<file path="src/rtl/booth_divider.sv">
// booth_divider: sequential restoring divider, one quotient bit per clock.
// Inverse of the combinational Booth multiplier: quotient*divisor + remainder
// reproduces the dividend (truncating division).
// Optional feature macro: BOOTH_DIV_SIGNED_EN
//   defined   -> signed two's-complement operands and results
//   undefined -> unsigned operands and results
// Latency: start sampled at edge T, results and done valid after edge T+WIDTH+1.
module booth_divider #(
  parameter int unsigned WIDTH = 4
) (
  input  logic             clk,
  input  logic             rst,
  input  logic             start,
  input  logic [WIDTH-1:0] dividend,
  input  logic [WIDTH-1:0] divisor,
  output logic [WIDTH-1:0] quotient,
  output logic [WIDTH-1:0] remainder,
  output logic             busy,
  output logic             done,
  output logic             div_by_zero
);

  localparam int unsigned CW = $clog2(WIDTH + 1);

`ifdef BOOTH_DIV_SIGNED_EN
  localparam bit SIGNED_EN = 1'b1;
`else
  localparam bit SIGNED_EN = 1'b0;
`endif

  typedef enum logic [1:0] {
    IDLE = 2'd0,
    RUN  = 2'd1,
    SIGN = 2'd2
  } state_t;

  state_t           state_q, state_d;
  logic [CW-1:0]    cnt_q, cnt_d;
  logic [WIDTH-1:0] rem_q, rem_d;          // partial remainder magnitude
  logic [WIDTH-1:0] dvd_q, dvd_d;          // dividend magnitude, becomes q_mag
  logic [WIDTH-1:0] dvs_q, dvs_d;          // divisor magnitude
  logic [WIDTH-1:0] dvd_raw_q, dvd_raw_d;  // raw dividend for divide-by-zero
  logic             sign_q_q, sign_q_d;
  logic             sign_r_q, sign_r_d;
  logic             zero_q, zero_d;
  logic [WIDTH-1:0] quotient_q, quotient_d;
  logic [WIDTH-1:0] remainder_q, remainder_d;
  logic             busy_q, busy_d;
  logic             done_q, done_d;
  logic             dbz_q, dbz_d;

  logic [WIDTH-1:0] a_mag_c, b_mag_c;
  logic [WIDTH:0]   shift_c, trial_c;      // trial subtraction is one bit wider

  assign quotient    = quotient_q;
  assign remainder   = remainder_q;
  assign busy        = busy_q;
  assign done        = done_q;
  assign div_by_zero = dbz_q;

  // Next-state and datapath: capture, restoring iterations, sign fix-up.
  always_comb begin
    state_d     = state_q;
    cnt_d       = cnt_q;
    rem_d       = rem_q;
    dvd_d       = dvd_q;
    dvs_d       = dvs_q;
    dvd_raw_d   = dvd_raw_q;
    sign_q_d    = sign_q_q;
    sign_r_d    = sign_r_q;
    zero_d      = zero_q;
    quotient_d  = quotient_q;
    remainder_d = remainder_q;
    busy_d      = busy_q;
    done_d      = 1'b0;
    dbz_d       = dbz_q;
    shift_c     = '0;
    trial_c     = '0;

    // -2^(WIDTH-1) negates to itself, which is the correct unsigned magnitude
    a_mag_c = (SIGNED_EN && dividend[WIDTH-1]) ? WIDTH'(-dividend) : dividend;
    b_mag_c = (SIGNED_EN && divisor[WIDTH-1])  ? WIDTH'(-divisor)  : divisor;

    case (state_q)
      IDLE: begin
        if (start) begin
          dvd_d     = a_mag_c;
          dvs_d     = b_mag_c;
          dvd_raw_d = dividend;
          sign_q_d  = SIGNED_EN && (dividend[WIDTH-1] ^ divisor[WIDTH-1]);
          sign_r_d  = SIGNED_EN && dividend[WIDTH-1];
          zero_d    = (divisor == '0);
          rem_d     = '0;
          cnt_d     = '0;
          busy_d    = 1'b1;
          state_d   = RUN;
        end
      end

      RUN: begin
        shift_c = {rem_q, dvd_q[WIDTH-1]};
        trial_c = shift_c - {1'b0, dvs_q};
        rem_d   = trial_c[WIDTH] ? shift_c[WIDTH-1:0] : trial_c[WIDTH-1:0];
        if (WIDTH > 1) begin
          dvd_d = {dvd_q[WIDTH-2:0], ~trial_c[WIDTH]};
        end
        cnt_d = cnt_q + CW'(1);
        if (cnt_q == CW'(WIDTH - 1)) begin
          state_d = SIGN;
        end
      end

      SIGN: begin
        if (zero_q) begin
          quotient_d  = '1;
          remainder_d = dvd_raw_q;
          dbz_d       = 1'b1;
        end else begin
          quotient_d  = sign_q_q ? WIDTH'(-dvd_q) : dvd_q;
          remainder_d = sign_r_q ? WIDTH'(-rem_q) : rem_q;
          dbz_d       = 1'b0;
        end
        done_d  = 1'b1;
        busy_d  = 1'b0;
        state_d = IDLE;
      end

      default: begin
        state_d = IDLE;
        busy_d  = 1'b0;
      end
    endcase
  end

  // State and result registers with synchronous reset.
  always_ff @(posedge clk) begin
    if (rst) begin
      state_q     <= IDLE;
      cnt_q       <= '0;
      rem_q       <= '0;
      dvd_q       <= '0;
      dvs_q       <= '0;
      dvd_raw_q   <= '0;
      sign_q_q    <= 1'b0;
      sign_r_q    <= 1'b0;
      zero_q      <= 1'b0;
      quotient_q  <= '0;
      remainder_q <= '0;
      busy_q      <= 1'b0;
      done_q      <= 1'b0;
      dbz_q       <= 1'b0;
    end else begin
      state_q     <= state_d;
      cnt_q       <= cnt_d;
      rem_q       <= rem_d;
      dvd_q       <= dvd_d;
      dvs_q       <= dvs_d;
      dvd_raw_q   <= dvd_raw_d;
      sign_q_q    <= sign_q_d;
      sign_r_q    <= sign_r_d;
      zero_q      <= zero_d;
      quotient_q  <= quotient_d;
      remainder_q <= remainder_d;
      busy_q      <= busy_d;
      done_q      <= done_d;
      dbz_q       <= dbz_d;
    end
  end

endmodule

</file>
<file path="config.mk">
export PLATFORM = sky130hd
export DESIGN_NAME = booth_divider
export DESIGN_NICKNAME = d
export VERILOG_FILES = /design/src/rtl/booth_divider.sv
export SDC_FILE = /design/constraint.sdc
export NUM_CORES = 1
export LEC_CHECK = 0
export BUFFER_PORTS_ARGS = -buffer_cell sky130_fd_sc_hd__buf_2
export CELL_PAD_IN_SITES_DETAIL_PLACEMENT = 1
export CELL_PAD_IN_SITES_GLOBAL_PLACEMENT = 1
export CORE_MARGIN = 1.5
export CORE_UTILIZATION = 37
export CTS_CLUSTER_DIAMETER = 50
export DETAILED_ROUTE_END_ITERATION = 12
export HOLD_SLACK_MARGIN = 0.05
export PLACE_DENSITY = 0.83
export SYNTH_ARGS = -nofsm -noshare
export SYNTH_HDL_FRONTEND = slang
export SYNTH_SLANG_ARGS = --single-unit
export TNS_END_PERCENT = 10
</file>
<file path="constraint.sdc">
create_clock -name clk -period 2 [get_ports clk]
set_input_delay 0.4 -clock clk [delete_from_list [all_inputs] [get_ports clk]]
set_output_delay 0.4 -clock clk [all_outputs]
set_load 0.005 [all_outputs]
</file>
Word-level counts from Yosys, hierarchy flattened:

Cells that the tools add are included.

* bits in registers: 33
* bits of input ports: 11

* $add $sub $neg: 2
* equality and inequality tests: 5
* multiplexer cells: 16
* bitwise gates (word level): 2
* reduce and logical (&&, ||, !) cells: 7

Operator list (count)
* 4-bit 2-to-1 mux: 5
* 4-bit one-hot mux with 2 select lines: 2
* 2-bit AND reduction: 4
* 3-bit one-hot mux with 2 select lines: 1
* 5-bit by 4-bit subtractor with 5-bit output: 1
* 4-bit zero test: 1
* 2-bit 2-to-1 mux: 2
* 2-bit inequality test, second input constant: 2
* 2-bit one-hot mux with 2 select lines: 1
* 3-bit by 1-bit adder with 3-bit output, second input constant: 1
* 3-bit by 2-bit equality test with 1-bit output, second input constant: 1
* 1-bit 2-to-1 mux: 3
* 3-bit 2-to-1 mux: 1
* 2-bit by 1-bit equality test with 1-bit output, second input constant: 1
* 2-bit equality test, second input constant: 1
* 2-bit zero test: 1
* 1-bit inverter: 2
* 1-bit one-hot mux with 2 select lines: 1
* 2-bit nonzero test: 1

Longest topological paths before layout:

* depth after elaboration: 3
* depth in mapped cells: 8

Least setup slack after synthesis:

Ideal clock, no wire load.

* kind: register -> register
* from: register dvd_q[3]
* to: register rem_q[0]
* setup time: 0.117 ns
* arrival time: 1.859 ns
* slack: 0.024 ns
* cell stages (with the launch flop): 9
* buffers on the path: 0
* period minus slack after synthesis: 1.976 ns
* cells stage by stage: dfxtp_1 > inv_1 > ha_1 > fa_1 > nand2b_1 > a21oi_2 > xor2_2 > mux2i_1 > a22o_1

* cells in the longest elaborated chain, start to end: 3

RTL lines
* start: declaration: RTL line 40 `logic [WIDTH-1:0] dvd_q, dvd_d;`
* start signal: assignment: RTL line 156 `dvd_q <= dvd_d;`
* 5-bit by 4-bit subtractor with 5-bit output: RTL line 102 `trial_c = shift_c - {1'b0, dvs_q};`
* 4-bit 2-to-1 mux *: RTL line 103 `rem_d = trial_c[WIDTH] ? shift_c[WIDTH-1:0] : trial_c[WIDTH-1:0];`
* 4-bit one-hot mux with 2 select lines *: RTL line 84 `case (state_q)`
* end signal: assignment: RTL line 155 `rem_q <= rem_d;`
* end: declaration: RTL line 39 `logic [WIDTH-1:0] rem_q, rem_d;`

Every way passes the cells marked *; elsewhere a longest branch is shown, timed or not.
A chain may end at the register's enable or synchronous reset.

Worst setup path in the final report:

* from: register dvd_q[3]
* to: register rem_q[1]

* cells in the longest elaborated chain, start to end: 3

RTL lines (RTL line)
* 5-bit by 4-bit subtractor with 5-bit output: 102
* 4-bit 2-to-1 mux: 103
* 4-bit one-hot mux with 2 select lines: 84

Every way passes these cells.

==> impl_summary.log <==
[metrics] status: finished, final reports clean
[metrics] final-layout setup total negative slack: 0 ns
[metrics] count of final max-slew check failures: 0
[metrics] number of hold buffers added after cts: 0
[metrics] number of detailed-routing iterations run before antenna repair: 4
[metrics] I/O pins: 22
[metrics] diode count: 0
[metrics] global-route wire length before repair: 5780 µm
[metrics] register area share after synthesis: 46.0%
[metrics] Initial DRC Count: 29
[metrics] number of buffers added by the clock tree synthesis step: 5
[metrics] crit share post-route: 97.5%
[metrics] class of the tightest hold or removal check: input port to flop
[metrics] most common library cell in the layout ignoring fill and taps: sky130_fd_sc_hd__dfxtp_1
[metrics] antenna violation net count after detailed routing: 0
[metrics] Unique masters post-synth: 31
[metrics] startpoint of the worst setup timing path: dvd_q[3]
[metrics] number of buffers on the longest clock path: 2
[metrics] final net count: 213
[metrics] All-Layer GR Usage: 18.5%
[metrics] num rows: 22
[metrics] clock-pin slew of the registers on the worst-case setup and hold paths: 0.07 ns
[metrics] horizontal die dimension: 65.3 µm
[metrics] Yosys top cell by area: sky130_fd_sc_hd__dfxtp_1
[metrics] starting density of the core: 38.9%
[metrics] PD cells: 842 nW/µm²
[metrics] TritonCTS clock tree: built
[metrics] area fraction of the dominant cell type after synthesis: 46.0%
[metrics] Clock H-tree levels: 2
[metrics] mean number of vias per cell: 5.02
[metrics] RD Place Congestion: 0.880
[metrics] buffer type at the clock tree root: sky130_fd_sc_hd__clkbuf_8
[metrics] origin of the worst min-delay path: divisor[0]
[metrics] largest fanout of any net on the critical path: 6
[metrics] Critical Path RT: 2.24 ns
[metrics] average wire per standard cell: 14.1 µm
[metrics] startpoint type of the worst setup path: flop
[metrics] pre-CTS setup slack: -0.134 ns
[metrics] Max-cap violations: 0
[metrics] top library cells by usage in the layout, fill and taps aside: 32 x sky130_fd_sc_hd__dfxtp_1, 30 x sky130_fd_sc_hd__nand2_1, 25 x sky130_fd_sc_hd__nor2_1, 21 x sky130_fd_sc_hd__buf_2, 15 x sky130_fd_sc_hd__a21oi_1
[metrics] largest net degree at the start of global routing: 23
[metrics] worst clock skew on the final layout: 0.00140 ns
[metrics] biggest area contributors in the synthesized netlist: sky130_fd_sc_hd__dfxtp_1 46%, sky130_fd_sc_hd__nand2_1 7.8%, sky130_fd_sc_hd__nor2_1 6.5%
[metrics] total area of sequential cells: 662 µm²
[metrics] endpoint type of the worst setup path: flop
[metrics] via count of the first global-routing pass: 1,252
[metrics] DRC errors left: 0
[metrics] fraction of layout instances using a drive strength above 1: 21.9%
[metrics] total of buffers placed on input and output ports: 21
[metrics] synthesized netlist cell count: 169
[metrics] total number of vias: 1,226
[metrics] Core Footprint: 3690 µm²
[metrics] mean cell area of the mapped netlist: 8.50 µm²
[metrics] routed wire length: 3440 µm
[metrics] Relative slew margins: 58.8%
[metrics] final number of hold-violating endpoints: 0
[metrics] Layout fillers: 462
[metrics] final design utilization: 47.4%
[metrics] slew of the pin with the lowest slew margin: 0.617 ns
[metrics] synthesis-to-layout area growth: 21.7%
[metrics] global route total overflow: 0
[metrics] setup violation total in the final timing report: 0
[metrics] RR Startpoint: dvd_q[3]
[metrics] leakage dissipation: 0.692 nW
[metrics] count of clock tree sinks: 33
[metrics] Synth Warn #: 0
[metrics] area taken by multi-input logic gates: 759 µm²
[metrics] post-synth design cell area: 1440 µm²
[metrics] post-layout minimum cycle time: 1.95 ns
[metrics] worst reg-to-reg setup slack: 0.05 ns
[metrics] die span in y: 65.3 µm
[metrics] critical path data arrival time: 2.19 ns
[metrics] Yosys reg bits: 33
[metrics] f_max: 0.513 GHz
[metrics] insertion delay of the later-clocked pin in the worst-skew pair: 0.29 ns
[metrics] initial antenna violation count: 0
[metrics] area of the die: 4260 µm²
[metrics] type of the worst setup path: flop to flop
[metrics] detailed placement HPWL: 2560 µm
[metrics] Worst IR Drop VDD: 0.422 mV
[metrics] unrepaired setup endpoints after global routing: yes
[metrics] Mapped Nets: 187
[metrics] Final Worst Setup Slack: 0.0492 ns
-- registers in the layout, summed over array words and instances (netlist names), 2 cells and up --
| register | count |
|---|---|
| dvs_q | 4 |
| remainder | 4 |
| cnt_q | 3 |
| dvd_q | 4 |
| rem_q | 4 |
| quotient | 4 |
| dvd_raw_q | 4 |
| state_q | 2 |
-- area by class of cell --
cell class | instances | area share [%]
clock buffers | 5 | 3.94
clock inverters | 3 | 1.00
inverters | 8 | 1.72
multi-input cells | 120 | 43.5
flip-flops and latches | 33 | 37.9
well taps | 48 | 3.44
repair buffers | 27 | 8.59
-- layer usage --
layer	vias to the layer above	wire (µm)	GRT usage (%)
met5	-	0	0
met4	0	45	7.03
met3	4	163	7.19
met2	24	1780	32.7
met1	578	1450	19.7
li1	620	-	-
-- cells in the mapped netlist, drive strengths merged --
library cell,instances
fa,1
ha,6
inv,8
and2,1
buf,4
nor2,25
nand2,30
or2b,1
clkbuf,4
nor4,1
xor2,3
o221ai,1
nand2b,2
a21oi,16
a2bb2oi,1
nor2b,2
o21ai,1
xnor2,1
nand3,1
a22o,2
a211oi,8
nand3b,1
a21o,1
dfxtp,33
nor3,2
mux2i,7
nor3b,1
a31oi,5
-- critical path: stages, from the launching register on --
cell,delay [ns]
sky130_fd_sc_hd__dfxtp_2,0.35
sky130_fd_sc_hd__inv_2,0.06
sky130_fd_sc_hd__ha_4,0.16
sky130_fd_sc_hd__fa_2,0.34
sky130_fd_sc_hd__nand2b_4,0.16
sky130_fd_sc_hd__a21oi_4,0.18
sky130_fd_sc_hd__xor2_4,0.27
sky130_fd_sc_hd__mux2i_1,0.24
sky130_fd_sc_hd__a22o_1,0.15
-- stage by stage --
step                std cells  total power [mW]  cell area (µm²)  hold slack (ns)
floorplan                 169             0.878             1440            0.436
global placement          235             0.928             1610            0.443
detailed placement        235             0.944             1610            0.450
CTS                       244              1.47             1730            0.348
global route              244              1.54             1750            0.348
finish                    244              1.47             1750            0.349
-- worst paths after layout --
| check | to | cells after the start |
|---|---|---|
| hold reg to reg | dvd_raw_q[0] | 2 |
| setup / recovery | rem_q[1] | 8 |
| hold / removal | dvs_q[0] | 3 |
| setup reg to reg | rem_q[1] | 8 |
-- logic make-up after synthesis --
family / after synthesis / share of synthesized area, %
AO/OA/AOI/OAI: 35 / 15.5
buffers and inverters: 16 / 4.44
XOR/XNOR: 4 / 2.96
multiplexers: 7 / 4.88
flip-flops: 33 / 46.0
AND/OR/NAND/NOR: 67 / 19.6
adder cells (fa/ha/maj): 7 / 6.62
-- timing repair --
action                                  4_1_cts  5_1_grt
resized for setup                             6        3
buffers inserted                              1        0
endpoints found under the setup margin        5        4
pin swaps                                     1        2
-- power by group --
| part | switching (mW) | total [mW] | internal [mW] | leakage, nW |
|---|---|---|---|---|
| clock | 0.259 | 0.499 | 0.240 | 0.0439 |
| combinational | 0.141 | 0.257 | 0.116 | 0.379 |
| sequential | 0.0279 | 0.715 | 0.687 | 0.269 |
| total | 0.429 | 1.47 | 1.04 | 0.692 |
No activity file was read; power rests on OpenSTA's default activity.
